<file path="src/rtl/mdr_mem_seq.sv">
// mdr_mem_seq: arbitrates the single MAR/MDR/memory path between the fetch and data requesters.
// Latency: gnt is 1 cycle after the request. From gnt: read done at +3, write done at +2, plus 1 per wait state.
// Backpressure: requests are sampled only in IDLE and must be held until gnt; memory stalls via mem_ready.
//
// Ports:
//   clk, rst                    - clock and synchronous active-high reset
//   if_req, if_addr             - fetch read requester
//   d_req, d_we, d_addr,        - data load/store requester
//   d_wdata
//   gnt_if, gnt_d               - one-cycle grant pulses
//   done, done_src, err         - completion pulse, its source (0 fetch, 1 data) and timeout flag
//   mar_out, mdr_wdata          - registered address and store data to memory
//   mem_rd, mem_wr, mem_ready   - memory handshake
//   mdr_ld                      - load MDR from memory read data (combinational)
//   MDR_En                      - MDR drives the internal bus for one cycle
module mdr_mem_seq #(
  parameter int DATA_W   = 16,
  parameter int ADDR_W   = 16,
  parameter int WAIT_MAX = 7
) (
  input  logic              clk,
  input  logic              rst,
  input  logic              if_req,
  input  logic [ADDR_W-1:0] if_addr,
  input  logic              d_req,
  input  logic              d_we,
  input  logic [ADDR_W-1:0] d_addr,
  input  logic [DATA_W-1:0] d_wdata,
  output logic              gnt_if,
  output logic              gnt_d,
  output logic              done,
  output logic              done_src,
  output logic              err,
  output logic [ADDR_W-1:0] mar_out,
  output logic [DATA_W-1:0] mdr_wdata,
  output logic              mem_rd,
  output logic              mem_wr,
  input  logic              mem_ready,
  output logic              mdr_ld,
  output logic              MDR_En
);

  typedef enum logic [2:0] {
    S_IDLE,
    S_GRANT,
    S_ACCESS,
    S_XFER,
    S_DONE
  } state_t;

  // Value the wait counter holds during the last ACCESS cycle allowed.
  localparam logic [7:0] LP_CNT_LAST = 8'(WAIT_MAX - 1);

  state_t              r_state;
  state_t              w_next;
  logic                r_we_lat;
  logic                r_err;
  logic                r_last_d;   // 1 when the data requester won the last grant
  logic                r_src;
  logic [7:0]          r_cnt;
  logic [ADDR_W-1:0]   r_mar;
  logic [DATA_W-1:0]   r_wdata;

  logic                w_any_req;
  logic                w_pick_d;
  logic                w_timeout;

  always_comb begin
    w_any_req = if_req | d_req;
    // Data wins when it is alone, or when both ask and fetch was not the loser last time.
    w_pick_d  = d_req & ~(if_req & r_last_d);
    // A ready on the final allowed cycle still counts as success.
    w_timeout = (r_cnt == LP_CNT_LAST) & ~mem_ready;
  end

  always_ff @(posedge clk) begin
    if (rst) begin
      r_state <= S_IDLE;
    end else begin
      r_state <= w_next;
    end
  end

  always_comb begin
    w_next = r_state;
    case (r_state)
      S_IDLE: begin
        if (w_any_req) begin
          w_next = S_GRANT;
        end
      end
      S_GRANT: begin
        w_next = S_ACCESS;
      end
      S_ACCESS: begin
        if (mem_ready) begin
          w_next = r_we_lat ? S_DONE : S_XFER;
        end else if (w_timeout) begin
          w_next = S_DONE;
        end
      end
      S_XFER: begin
        w_next = S_DONE;
      end
      S_DONE: begin
        w_next = S_IDLE;
      end
      default: begin
        w_next = S_IDLE;
      end
    endcase
  end

  // Access context is captured when the request is accepted, so requester
  // inputs may change freely while the access runs.
  always_ff @(posedge clk) begin
    if (rst) begin
      r_we_lat <= 1'b0;
      r_err    <= 1'b0;
      r_last_d <= 1'b1;
      r_src    <= 1'b0;
      r_cnt    <= 8'd0;
      r_mar    <= '0;
      r_wdata  <= '0;
    end else begin
      case (r_state)
        S_IDLE: begin
          if (w_any_req) begin
            r_src    <= w_pick_d;
            r_last_d <= w_pick_d;
            r_mar    <= w_pick_d ? d_addr : if_addr;
            r_we_lat <= w_pick_d & d_we;
            r_cnt    <= 8'd0;
            r_err    <= 1'b0;
            if (w_pick_d) begin
              r_wdata <= d_wdata;
            end
          end
        end
        S_ACCESS: begin
          r_cnt <= r_cnt + 8'd1;
          if (w_timeout) begin
            r_err <= 1'b1;
          end
        end
        S_DONE: begin
          r_err <= 1'b0;
        end
        default: begin
        end
      endcase
    end
  end

  always_comb begin
    gnt_if    = (r_state == S_GRANT) & ~r_src;
    gnt_d     = (r_state == S_GRANT) & r_src;
    done      = (r_state == S_DONE);
    err       = (r_state == S_DONE) & r_err;
    done_src  = r_src;
    mar_out   = r_mar;
    mdr_wdata = r_wdata;
    mem_rd    = (r_state == S_ACCESS) & ~r_we_lat;
    mem_wr    = (r_state == S_ACCESS) & r_we_lat;
    mdr_ld    = (r_state == S_ACCESS) & ~r_we_lat & mem_ready;
    MDR_En    = (r_state == S_XFER);
  end

endmodule

</file>
<file path="config.mk">
export PLATFORM = sky130hd
export DESIGN_NAME = mdr_mem_seq
export DESIGN_NICKNAME = d
export VERILOG_FILES = /design/src/rtl/mdr_mem_seq.sv
export SDC_FILE = /design/constraint.sdc
export NUM_CORES = 1
export LEC_CHECK = 0
export BUFFER_PORTS_ARGS = -buffer_cell sky130_fd_sc_hd__buf_4
export CORE_ASPECT_RATIO = 0.8
export CORE_MARGIN = 2
export CORE_UTILIZATION = 47
export DETAILED_ROUTE_END_ITERATION = 8
export PLACE_DENSITY_LB_ADDON = 0.2
export SETUP_SLACK_MARGIN = 0.2
export SLEW_MARGIN = 20
export SYNTH_ARGS = -nofsm -noshare
export SYNTH_HDL_FRONTEND = slang
export SYNTH_SLANG_ARGS = --single-unit
</file>
<file path="constraint.sdc">
create_clock -name clk -period 1.9 [get_ports clk]
set_input_delay 0.095 -clock clk [delete_from_list [all_inputs] [get_ports clk]]
set_output_delay 0.095 -clock clk [all_outputs]
set_load 0.01 [all_outputs]
</file>
Word level (Yosys, flattened, before mapping)

Cells that the tools add are included.

Equality and inequality tests: 8
Bitwise operators: 15
Muxes and demuxes: 11
Reductions and logical operators: 8
$add $sub $neg: 1

Operators by type and width:

| operator            | count |
|---|---|
| $mux 16             | 1 |
| $pmux 8 s2          | 1 |
| $mux 3              | 4 |
| $pmux 3 s4          | 1 |
| $and 1x1->1         | 10 |
| $add 8x1->8 const B | 1 |
| $eq 8x3->1 const B  | 1 |
| $mux 8              | 1 |
| $eq 3x2->1 const B  | 2 |
| $reduce_and 2->1    | 3 |
| $reduce_and 3->1    | 2 |
| $ne 2x2->1 const B  | 2 |
| $not 1->1           | 4 |
| $eq 3x1->1 const B  | 1 |
| $eq 3x3->1 const B  | 1 |
| $logic_not 3->1     | 1 |
| $ne 3x3->1 const B  | 1 |
| $pmux 1 s3          | 1 |
| $reduce_bool 3->1   | 1 |
| $mux 1              | 2 |
| $reduce_bool 2->1   | 1 |
| $or 1x1->1          | 1 |

Word-level logic and storage cells: 51
Register bits: 47
Input bits: 54

Depth between registers and ports, before layout

Word-level depth: 5
Mapped depth: 5
Depth with buffers taken out: 5

Least setup slack after synthesis

No wires, ideal clock.

Path type: register to register
Start point: register r_state[0]
End point: register r_cnt[7]
Path buffers: 1
Setup time: 0.123 ns
Arrival time: 1.425 ns
Cell stages (with the launch flop): 5
Clock period less this slack: 1.549 ns
Slack: 0.351 ns
Required time: 1.777 ns
Cell sequence: dfxtp_1 -> or3b_1 -> buf_2 -> nor4_2 -> mux2_1

Cells in the longest elaborated chain, start to end: 3

Ends and longest elaborated chain:

| what                                                             | RTL line | text |
|---|---|---|
| from (decl)                                                      | 54       | `state_t r_state;` |
| from (signal assigned)                                           | 80       | `r_state <= w_next;` |
| $eq 3x2->1 / $logic_not 3->1 (equally long branches)             | 126      | `case (r_state)` |
| $reduce_bool 2->1 (no line) / $ne 2x2->1 (equally long branches) | -        |  |
| $reduce_and 2->1 (no line)                                       | -        |  |
| to (signal assigned)                                             | 141      | `r_cnt <= r_cnt + 8'd1;` |
| to (decl)                                                        | 60       | `logic [7:0] r_cnt;` |

Several ways; a longest one is shown, not always the timed one.
A chain may end at the register's enable or synchronous reset.

Worst setup path after layout

Start point: register r_state[0]
End point: output mdr_ld

Cells in the longest elaborated chain, start to end: 3

Ends and longest elaborated chain:

| what                      | RTL line | text |
|---|---|---|
| $eq 3x2->1                | 165      | `mdr_ld = (r_state == S_ACCESS) & ~r_we_lat & mem_ready;` |
| $and 1x1->1 (2 in series) | 165      |  |
| to (decl)                 | 39       | `output logic mdr_ld,` |

No other way between the ends.

==> results.toml <==
[outcome]
status = "completed"

[sta]
setup_viol = 0
slew_headroom_pct = 59.8
fmax_ghz = 0.632
rsz0062_at_grt = "false"
period_needed_ns = 1.58
timing.setup.tns_ns = 0
period_share_pct = 83.3
hold_viol = 0
drv_slew = 0
fin_skew_ns = 0.00666
worstMarginPinSlew_ns = 0.601

[cts]
path_clk_slew_ns = 0.09
cts_hold_buf = 0
ctsResizeCount = 0
cts_root_buf = "clkbuf_8"
cts.sinks = 47
worstSkewPairLatency_ns = 0.29
cts-buffers-inserted = 5
postCtsSetupBuffers = 0
clk_path_buf_depth = 2
tritoncts = "built"
htree_num_levels = 2

[worst_setup_path]
crit_chain = "or3b_1 -> buf_4 -> nor2_1 -> buf_4"
path_class = "reg -> out"
cp_slowest_stage_delay_ns = 0.41
cp-end-kind = "output port"
critPathLaunchType = "flop"
ff2ff_path_depth = 3
required_ns = 1.80
rr_endpoint = "mar_out[6]$_SDFFE_PP0P_"
crit_family = "simple AND/OR/NAND/NOR gates"
cp.arrival_ns = 1.49
cpMostUsedCell = "buf_4"
critPathSlowestCell = "or3b_1"
critPathBufInv = 2
r2r_start = "r_state[0]$_SDFFE_PP0P_"
ff2ff_setup_slack_ns = 0.34
worstPathMaxFanout = 9

[die]
die-area_sq_um = 5240
rows = 22
die_x_microns = 80.4
io_pins = 95
start_util_pct = 48.4
core_sq_um = 4540
die_y_microns = 65.2

[drt]
firstDrtPassIters = 4
routed_wl_microns = 5940
wire_per_inst_microns = 14.3
drt-initial-drc-count = 179
via_count = 2328
via_per_inst = 5.60
drc = 0
ant_nets = 0

[layout]
fin_area_sq_um = 3070
num-nets-final = 411
final_common_cell = "buf_4"
postLayoutCoreUtil_pct = 67.7
area_growth_pct = 39.9
layout-drive-gt1-share_pct = 34.6
final_cell_mix = "buf_4 (105), dfxtp_1 (45), a21oi_1 (40)"
antennaDiodeCount = 0

[power]
p_int_w = 0.00181
p_per_area_nw_per_um2 = 882
p_leak_nw = 1.29
switching_share_pct = 33.4
vdd_drop_max_mv = 0.521
pwr-share-comb_pct = 34.4
clkPwrFrac_pct = 21.8
pwr-share-seq_pct = 43.8
p_switching_w = 0.000905

[synthesis]
syn-num-nets = 322
ys.flop_type = "dfxtp_1"
synth.distinct_cells = 45
synthAdderAreaFrac_pct = 1.14
seq_area_frac_synth_pct = 42.8
synthXorXnorAreaFrac_pct = 0
synth_compound_area_share_pct = 26.8
synth-simple-area-share_pct = 23.9
netlist_instances = 266
ys_seq_elements = 47
synth_mux_area_share_pct = 0.513
syn_area_sq_um = 2200
yosysTopAreaCellShare_pct = 42.8
yosys-top-cells-area = "dfxtp_1 (43%), a21oi_1 (9.1%), a311oi_1 (6.8%), nand2_1 (6.0%), o21ai_1 (4.3%)"
async_flop_share_pct = 0
synth_edf_count = 0
ys_warn_count = 0
synth.avg_cell_area_sq_um = 8.26
synth_top_family_by_area = "compound AO/OA/AOI/OAI gates"
synth_top_area_cell = "dfxtp_1"

[worst_hold_path]
hold_path_class = "in -> reg"
hp-start = "d_wdata[11]"
hold_depth = 3
min_to = "mdr_wdata[11]$_SDFFE_PP0P_"

[placed_design]
place_congestion = 0.812
dp.final_hpwl_microns = 4220
io_buffers = 94
dpl_cell_area_sq_um = 2980

[global_route]
grt_pass1_wl_microns = 9530
grt_max_degree = 49
overflow = 0
grt_pass1_vias = 2133
antenna_found_initial = 0
grt_usage_pct = 23.0

[job]
max_cap_violations = 0
synthesized netlist by cell type (all sizes together) (3+ instances only):
cell type	instances
a211oi	3
a21oi	40
a311oi	17
and2	3
buf	9
clkbuf	15
dfxtp	47
nand2	35
nand2b	6
nand3	18
nand4bb	3
nor2	7
nor3	8
o21ai	21
or3	3
worst max path at each step:
stage,slack [ns],cells after the start,start,end
after floorplan,0.35,4,r_state[0]$_SDFFE_PP0P_,r_cnt[7]$_SDFFE_PP0P_
after global routing,0.22,4,r_cnt[0]$_SDFFE_PP0P_,r_cnt[4]$_SDFFE_PP0P_
final,0.32,4,r_state[0]$_SDFFE_PP0P_,mdr_ld
after global placement,0.36,3,r_state[0]$_SDFFE_PP0P_,mar_out[6]$_SDFFE_PP0P_
after CTS,0.25,4,r_state[1]$_SDFFE_PP0P_,mdr_ld
after detailed placement,0.32,3,r_state[0]$_SDFFE_PP0P_,mar_out[6]$_SDFFE_PP0P_
per-layer routing:
layer | wire [microns] | track usage, %
met5 | 0 | 0
met4 | 36 | 5.72
met1 | 2600 | 30.2
met2 | 2870 | 37.5
met3 | 423 | 6.73
worst min-delay path: cells and delay by family:
kind | cells | cell delay (ns)
buf+inv | 1 | 0.11
simple gates | 1 | 0.05
compound gates | 1 | 0.05
registers in the layout (all words and copies together) (netlist names):
register and flops:
done_src 1, mdr_wdata 16, r_state 3, r_cnt 8
r_we_lat 1, r_err 1, mar_out 16, r_last_d 1
cell families after synthesis:
logic type                 count (synthesis)
buffers and inverters                     26
DFF                                       47
AOI/OAI and AO/OA                         93
muxes                                      1
adders and majority gates                  2
and+or+nand+nor                           97
metrics by stage:
step	cells	total power, W	hold slack [ns]	setup slack, ns
detailed placement	408	0.00214	0.365	0.322
finish	416	0.00271	0.0488	0.317
global placement	408	0.00213	0.360	0.356
floorplan	266	0.00172	0.243	0.351
CTS	416	0.00273	0.0413	0.253
global route	416	0.00288	0.0422	0.218
area by class of cell:
type / instances / area (sq um)
inverter: 2 / 7.51
tap: 60 / 75.1
timing repair buffer: 106 / 808
clock buffer: 6 / 72.6
clock inverter: 2 / 12.5
fill: 413 / 1470
sequential: 47 / 943
multi-input combinational: 193 / 1150
power groups by stage:
| stage | logic (W) | clock network (W) | registers [W] |
|---|---|---|---|
| detailed placement | 0.000936 | 0 | 0.00121 |
| floorplan | 0.000476 | 0 | 0.00124 |
| CTS | 0.000938 | 0.000608 | 0.00119 |
| finish | 0.000934 | 0.000590 | 0.00119 |
| global placement | 0.000926 | 0 | 0.00120 |
| global route | 0.00102 | 0.000647 | 0.00121 |
Note: power is estimated with default switching activity, not from simulation.
